$ cat config.mk
export PLATFORM = sky130hd
export DESIGN_NAME = pipelined_adder_stream_ctrl
export DESIGN_NICKNAME = d
export VERILOG_FILES = /design/src/rtl/pipelined_adder_stream_ctrl.sv
export SDC_FILE = /design/constraint.sdc
export NUM_CORES = 1
export LEC_CHECK = 0
export ABC_AREA = 1
export ABC_CLOCK_PERIOD_IN_PS = 2800
export CORE_MARGIN = 2
export CORE_UTILIZATION = 52
export DETAILED_ROUTE_END_ITERATION = 16
export PLACE_DENSITY_LB_ADDON = 0.2
export SYNTH_ARGS = -nofsm -noshare
export SYNTH_HDL_FRONTEND = slang
export SYNTH_SLANG_ARGS = --single-unit
$ cat constraint.sdc
create_clock -name clk -period 2.8 [get_ports clk]
set_input_delay 0.56 -clock clk [delete_from_list [all_inputs] [get_ports clk]]
set_output_delay 0.56 -clock clk [all_outputs]
set_load 0.02 [all_outputs]
$ cat src/rtl/pipelined_adder_stream_ctrl.sv
// Valid/ready wrapper around a fixed-latency, non-stallable pipelined adder.
// Credits (in flight + buffered) gate acceptance so the output FIFO can never overflow.
module pipelined_adder_stream_ctrl #(
    parameter int unsigned WIDTH   = 4,
    parameter int unsigned LATENCY = WIDTH,
    parameter int unsigned DEPTH   = 8,
    parameter int unsigned CW      = $clog2(DEPTH + 1)
) (
    input  logic             clk,
    input  logic             rst,
    input  logic             in_valid,
    output logic             in_ready,
    input  logic [WIDTH-1:0] in_a,
    input  logic [WIDTH-1:0] in_b,
    input  logic             in_cin,
    output logic [WIDTH-1:0] add_a,
    output logic [WIDTH-1:0] add_b,
    output logic             add_cin,
    input  logic [WIDTH-1:0] add_s,
    input  logic             add_c,
    output logic             out_valid,
    input  logic             out_ready,
    output logic [WIDTH-1:0] out_sum,
    output logic             out_carry,
    output logic [CW-1:0]    used,
    output logic             ovf_err
);

    localparam int unsigned PW = (DEPTH > 1) ? $clog2(DEPTH) : 1;

    logic [LATENCY-1:0] vsr_q, vsr_d;
    logic [WIDTH:0]     mem_q [DEPTH];
    logic [WIDTH:0]     mem_d [DEPTH];
    logic [PW-1:0]      rd_ptr_q, rd_ptr_d;
    logic [PW-1:0]      wr_ptr_q, wr_ptr_d;
    logic [CW-1:0]      count_q, count_d;
    logic [CW-1:0]      used_q, used_d;
    logic               ovf_q, ovf_d;

    logic fire, pop, push, full, wr_en;

    function automatic logic [PW-1:0] next_ptr(input logic [PW-1:0] ptr);
        return (ptr == PW'(DEPTH - 1)) ? '0 : ptr + PW'(1);
    endfunction

    assign add_a   = in_a;
    assign add_b   = in_b;
    assign add_cin = in_cin;

    always_comb begin
        in_ready  = !rst && (used_q < CW'(DEPTH));
        fire      = in_valid & in_ready;
        out_valid = (count_q != '0);
        pop       = out_valid & out_ready;
        push      = vsr_q[LATENCY-1];
        full      = (count_q == CW'(DEPTH));
        // A push into a full FIFO is only legal when the head leaves in the same cycle.
        wr_en     = push && (!full || pop);

        out_sum   = mem_q[rd_ptr_q][WIDTH-1:0];
        out_carry = mem_q[rd_ptr_q][WIDTH];
        used      = used_q;
        ovf_err   = ovf_q;
    end

    always_comb begin
        vsr_d    = (vsr_q << 1) | LATENCY'(fire);
        mem_d    = mem_q;
        rd_ptr_d = rd_ptr_q;
        wr_ptr_d = wr_ptr_q;
        count_d  = count_q + CW'(wr_en) - CW'(pop);
        used_d   = used_q + CW'(fire) - CW'(pop);
        ovf_d    = ovf_q | (push && full && !pop);

        if (wr_en) begin
            mem_d[wr_ptr_q] = {add_c, add_s};
            wr_ptr_d        = next_ptr(wr_ptr_q);
        end
        if (pop) begin
            rd_ptr_d = next_ptr(rd_ptr_q);
        end
    end

    always_ff @(posedge clk) begin
        if (rst) begin
            vsr_q    <= '0;
            rd_ptr_q <= '0;
            wr_ptr_q <= '0;
            count_q  <= '0;
            used_q   <= '0;
            ovf_q    <= 1'b0;
        end else begin
            vsr_q    <= vsr_d;
            rd_ptr_q <= rd_ptr_d;
            wr_ptr_q <= wr_ptr_d;
            count_q  <= count_d;
            used_q   <= used_d;
            ovf_q    <= ovf_d;
        end
    end

    // Payload storage needs no reset; out_valid qualifies it.
    always_ff @(posedge clk) begin
        mem_q <= mem_d;
    end

endmodule

==> Word level (Yosys, flattened, before mapping) <==
Index checks and enable logic that the tools add are counted.
Widths: inputs -> output; s select.
{ "word_totals": {"register_bits": 59, "out_inout_bits": 21} }
{ "classes": {"n_addsub": 6, "order_cmp": 4, "eq_ne": 3, "mux": 8, "n_bitwise": 6, "reduce_logical": 10} }
{ "ops": {"columns": ["cell", "count"], "rows": [
  ["$bwmux 40", 1],
  ["$bmux 5 s3", 1],
  ["$demux 5 s3", 1],
  ["$mux 5", 3],
  ["$add 4x1->4", 2],
  ["$ge 4x4->1 const B", 2],
  ["$not 3->4", 2],
  ["$sub 4x1->4", 2],
  ["$add 3x1->3 const B", 2],
  ["$eq 3x3->1 const B", 2],
  ["$mux 3", 2],
  ["$logic_and 1x1->1", 5],
  ["$eq 4x4->1 const B", 1],
  ["$lt 4x1->1 const B", 1],
  ["$lt 4x4->1 const B", 1],
  ["$or 4x1->4", 1],
  ["$reduce_bool 4->1", 1],
  ["$logic_not 1->1", 3],
  ["$and 1x1->1", 2],
  ["$logic_or 1x1->1", 1],
  ["$or 1x1->1", 1]
]} }

==> Depth between registers and ports, before layout <==
Gate-level depths: netlist (run 1).
{ "depth": {"ltp_word": 6, "mapped_depth": 14, "depth_no_buf": 13} }

==> Worst setup path before layout (run 1) <==
No wires, ideal clock.
{ "synth_timing": {"path_kind": "in2reg", "startpoint": "input port rst", "endpoint": "register used_q[2], in the netlist used[2]", "t_arrival_ns": 2.102, "t_required_ns": 2.672, "setup_slack_ns": 0.571, "path_stages": 9, "path_buffers": 0, "cell_sequence": "nor2_1 -> nand2_1 -> ha_1 -> inv_1 -> ha_1 -> inv_1 -> fa_1 -> xor2_1 -> nor2_1"} }
{ "synth_between": {"elab_chain_cells": 5} }
{ "synth_rtl": {"columns": ["element", "line_no", "text"], "rows": [
  ["start: declaration", "10", "input logic rst,"],
  ["$logic_not 1->1", "51", "in_ready = !rst && (used_q < CW'(DEPTH));"],
  ["$logic_and 1x1->1", "51", null],
  ["$and 1x1->1", "52", "fire = in_valid & in_ready;"],
  ["$add 4x1->4", "72", "used_d = used_q + CW'(fire) - CW'(pop);"],
  ["$sub 4x1->4", "72", null],
  ["end signal: assignment", "97", "used_q <= used_d;"],
  ["end: declaration", "37", "logic [CW-1:0] used_q, used_d;"]
]} }
Parallel ways exist; a longest one is shown, timed or not.
A chain may end at the register's enable or synchronous reset.

==> Worst setup path after layout (run 1) <==
{ "layout_timing": {"startpoint": "register rd_ptr_q[0]", "endpoint": "output port out_sum[3]"} }
{ "layout_between": {"elab_chain_cells": 4} }
{ "layout_rtl": {"columns": ["element", "line_no", "text"], "rows": [
  ["start: declaration", "34", "logic [PW-1:0] rd_ptr_q, rd_ptr_d;"],
  ["start signal: assignment", "94", "rd_ptr_q <= rd_ptr_d;"],
  ["$not 3->4 (implied by the code)", "60", "out_sum = mem_q[rd_ptr_q][WIDTH-1:0];"],
  ["$bmux 5 s3", "60", null],
  ["$mux 5 (2 in series)", null, null],
  ["end: declaration", "23", "output logic [WIDTH-1:0] out_sum,"]
]} }
No other way between the ends. The select of a mux whose other input is x is not followed.

==> flow_summary.ini, run 1 <==
[die]
die_area_mm2 = 0.005673
row_count = 25
pin_count = 39
start_util_pct = 54.91
fp.dieH_um = 75.32
core_area_mm2 = 0.004817
dieWidth_um = 75.32

[detailed_routing]
antenna_left = 0
drt_iter0_markers = 182
avgViaCountPerCell = 5.026
post_drt_wl_per_cell_um = 14.18
num_vias = 1769
drcViolationCount = 0
wl_mm = 4.992
first_pass_iters = 4

[synthesis]
synth_mux_area_share_pct = 0
synthFlopType = edfxtp_1
avgSynthCellArea_um2 = 10.58
synth_top_cell_area_share_pct = 45.41
yosysMostFrequentCell = edfxtp_1
synth-xor-area-share_pct = 0.9934
synth_common_cells = 40 x edfxtp_1, 37 x nor2_1, 27 x inv_1
synth_cell_types = 24
synth_top_cell_by_area = edfxtp_1
yosys_register_bits = 59
syn_inst = 250
synth_edf_count = 40
netlist_top_cells_area = edfxtp_1 45%, dfxtp_1 14%, ha_1 6.6%
synth-simple-area-share_pct = 14.19
synthAdderAreaFrac_pct = 8.136
synth_top_family_by_area = simple AND/OR/NAND/NOR gates
synth_area_mm2 = 0.002645
synth-compound-area-share_pct = 8.846
syn-num-nets = 284
yosys_warnings = 0
ys_seq_area_share_pct = 59.79
synthArstFlopShare_pct = 0

[global_route]
grt_pass1_vias = 1672
grt_overflow = 0
grt_pass1_wl_mm = 7.886
antenna_found_initial = 0
grt_max_degree = 23
grt_use_total_pct = 19.80

[clocking]
root_buffer = clkbuf_8
cts_tree = done
clock_path_buffers = 2
hold_buffers = 0
clkSlewWorstSetupHoldPaths_ns = 0.06
cts_made_buffers = 9
cts.sink_count = 59
htree_levels = 3
clock_latency_ns = 0.33

[place]
io_buffers = 20
placed_area_mm2 = 0.002938
gp_congestion = 0.7981
hpwl_mm = 3.414
dp_slack_ns = 0.2191

[sta]
min_period_ns = 2.663
hold_viol = 0
slew-limit-headroom_pct = 69.00
rsz0062_at_grt = no
setup-tns-final_ns = 0
maxSlewViolCount = 0
tightestPinTransition_ns = 0.4614
fin_worst_skew_ns = 0.006101
setup_viol = 0
fin_ws_ns = 0.1365
post-route-period-util_pct = 95.12
max_freq_ghz = 0.3754

[power]
power_density_mw_per_mm2 = 907.5
vdd_drop_max_uv = 562.8
power_mw = 2.858
leakage_nw = 1.256

[finish]
nNetsFinal = 314
area_growth_pct = 19.06
layout-drive-gt1-share_pct = 13.68
n_antenna_cell = 0
postLayoutCellArea_mm2 = 0.003149

[critical_path]
required_ns = 2.24
crit_type = reg2out
path_max_fanout = 22
cp-end-kind = primary output
arrival_ns = 2.10
startpoint_type = register

[status]
status = completed

[run]
maxCapViolCount = 0

[worst_hold_path]
hold_class = reg2reg
[state kept, by name, summed over array words and instances (netlist names)]
name	flops
mem_q	40
rd_ptr_q	3
wr_ptr_q	3
count_q	4
ovf_err	1
vsr_q	4
used	4
[layer usage]
| metal | global-route usage, % | routed length [µm] | part of all wire, % |
|---|---|---|---|
| met3 | 6.085 | 340 | 6.8 |
| met1 | 24.54 | 2194 | 44 |
| met4 | 11.11 | 90 | 1.8 |
| met5 | 0 | 0 | 0 |
| met2 | 30.92 | 2366 | 47 |
[path summary, 6_finish.rpt]
path                                  start          to  slack (ns)  cells after the start
worst max-delay path            rd_ptr_q[0]  out_sum[3]        0.14                      6
worst min-delay path               vsr_q[1]    vsr_q[2]        0.40                      2
worst min register to register     vsr_q[1]    vsr_q[2]        0.40                      2
worst max register to register   count_q[2]  count_q[2]        0.55                     12
[cell usage in the layout (no fill, tap or decap)]
cell and instances:
edfxtp_1 40, nor2_1 37, nand2_1 26, inv_1 25
o21ai_0 24, clkdlybuf4s50_1 20, dfxtp_1 19, buf_4 16
ha_1 14, o22ai_1 10, a21oi_1 9, clkbuf_8 9
nor3_1 8, nand3_1 4, nand2_4 3, xor2_1 3
nor2_2 2, clkinvlp_4 2, fa_1 2, bufinv_16 2
clkinv_1 2, nand2_2 1, nor3b_2 1, inv_2 1
or2_2 1, nand3b_1 1, a31oi_1 1, clkbuf_1 1
clkinv_2 1
[cell type report]
type | instances | area (µm²)
Clock inverter | 6 | 80.08
Inverter | 27 | 105.1
Tap cell | 67 | 83.83
Fill cell | 410 | 1668
Clock buffer | 10 | 127.6
Timing Repair Buffer | 36 | 320.3
Sequential cell | 59 | 1582
Multi-Input combinational cell | 147 | 850.8
[power by group]
group	switching, mW	internal (mW)	total (mW)
combinational	0.553	0.406	0.959
sequential	0.0872	1.00	1.09
clock	0.317	0.493	0.810
total	0.958	1.90	2.86
[worst max-delay path, stage by stage, from the launching register on]
cell and delay, ns:
dfxtp_1 0.38, buf_4 0.28, o21ai_0 0.13, o22ai_1 0.20
nand2_1 0.07, nand2_1 0.11, clkdlybuf4s50_1 0.61
[through the flow]
stage / hold WS (ns) / utilization [%] / std cells
floorplan: 0.3883 / - / 250
global placement: 0.3928 / 60.99 / 336
detailed placement: 0.3977 / 60.99 / 336
CTS: 0.4037 / 65.30 / 352
global route: 0.4385 / 65.38 / 352
finish: 0.4022 / 65.38 / 352
[kinds of logic (layout without fill, tap and decap cells)]
family          count (synthesis)  count (layout)
fa+ha+maj                      16              16
compound gates                 44              44
simple gates                   84              84
xor+xnor                        3               3
buf+inv                        44              79
flops                          59              59
[repair_timing]
action | in CTS | in global routing
gates resized for setup | 0 | 2
setup buffers | 0 | 0
endpoints found under the setup margin | 0 | 5
Power figures use the tool's default switching activity.
==> inputs of run 2 (changes only) <==
--- a/config.mk
+++ b/config.mk
@@ -7,8 +7,10 @@
 export LEC_CHECK = 0
 export ABC_AREA = 1
 export ABC_CLOCK_PERIOD_IN_PS = 2800
+export CAP_MARGIN = 20
 export CORE_MARGIN = 2
 export CORE_UTILIZATION = 52
+export CTS_CLUSTER_DIAMETER = 80
 export DETAILED_ROUTE_END_ITERATION = 16
 export PLACE_DENSITY_LB_ADDON = 0.2
 export SYNTH_ARGS = -nofsm -noshare
==> results of run 2 <==
No change in the layout: final DEF, timing and power equal those of run 1.
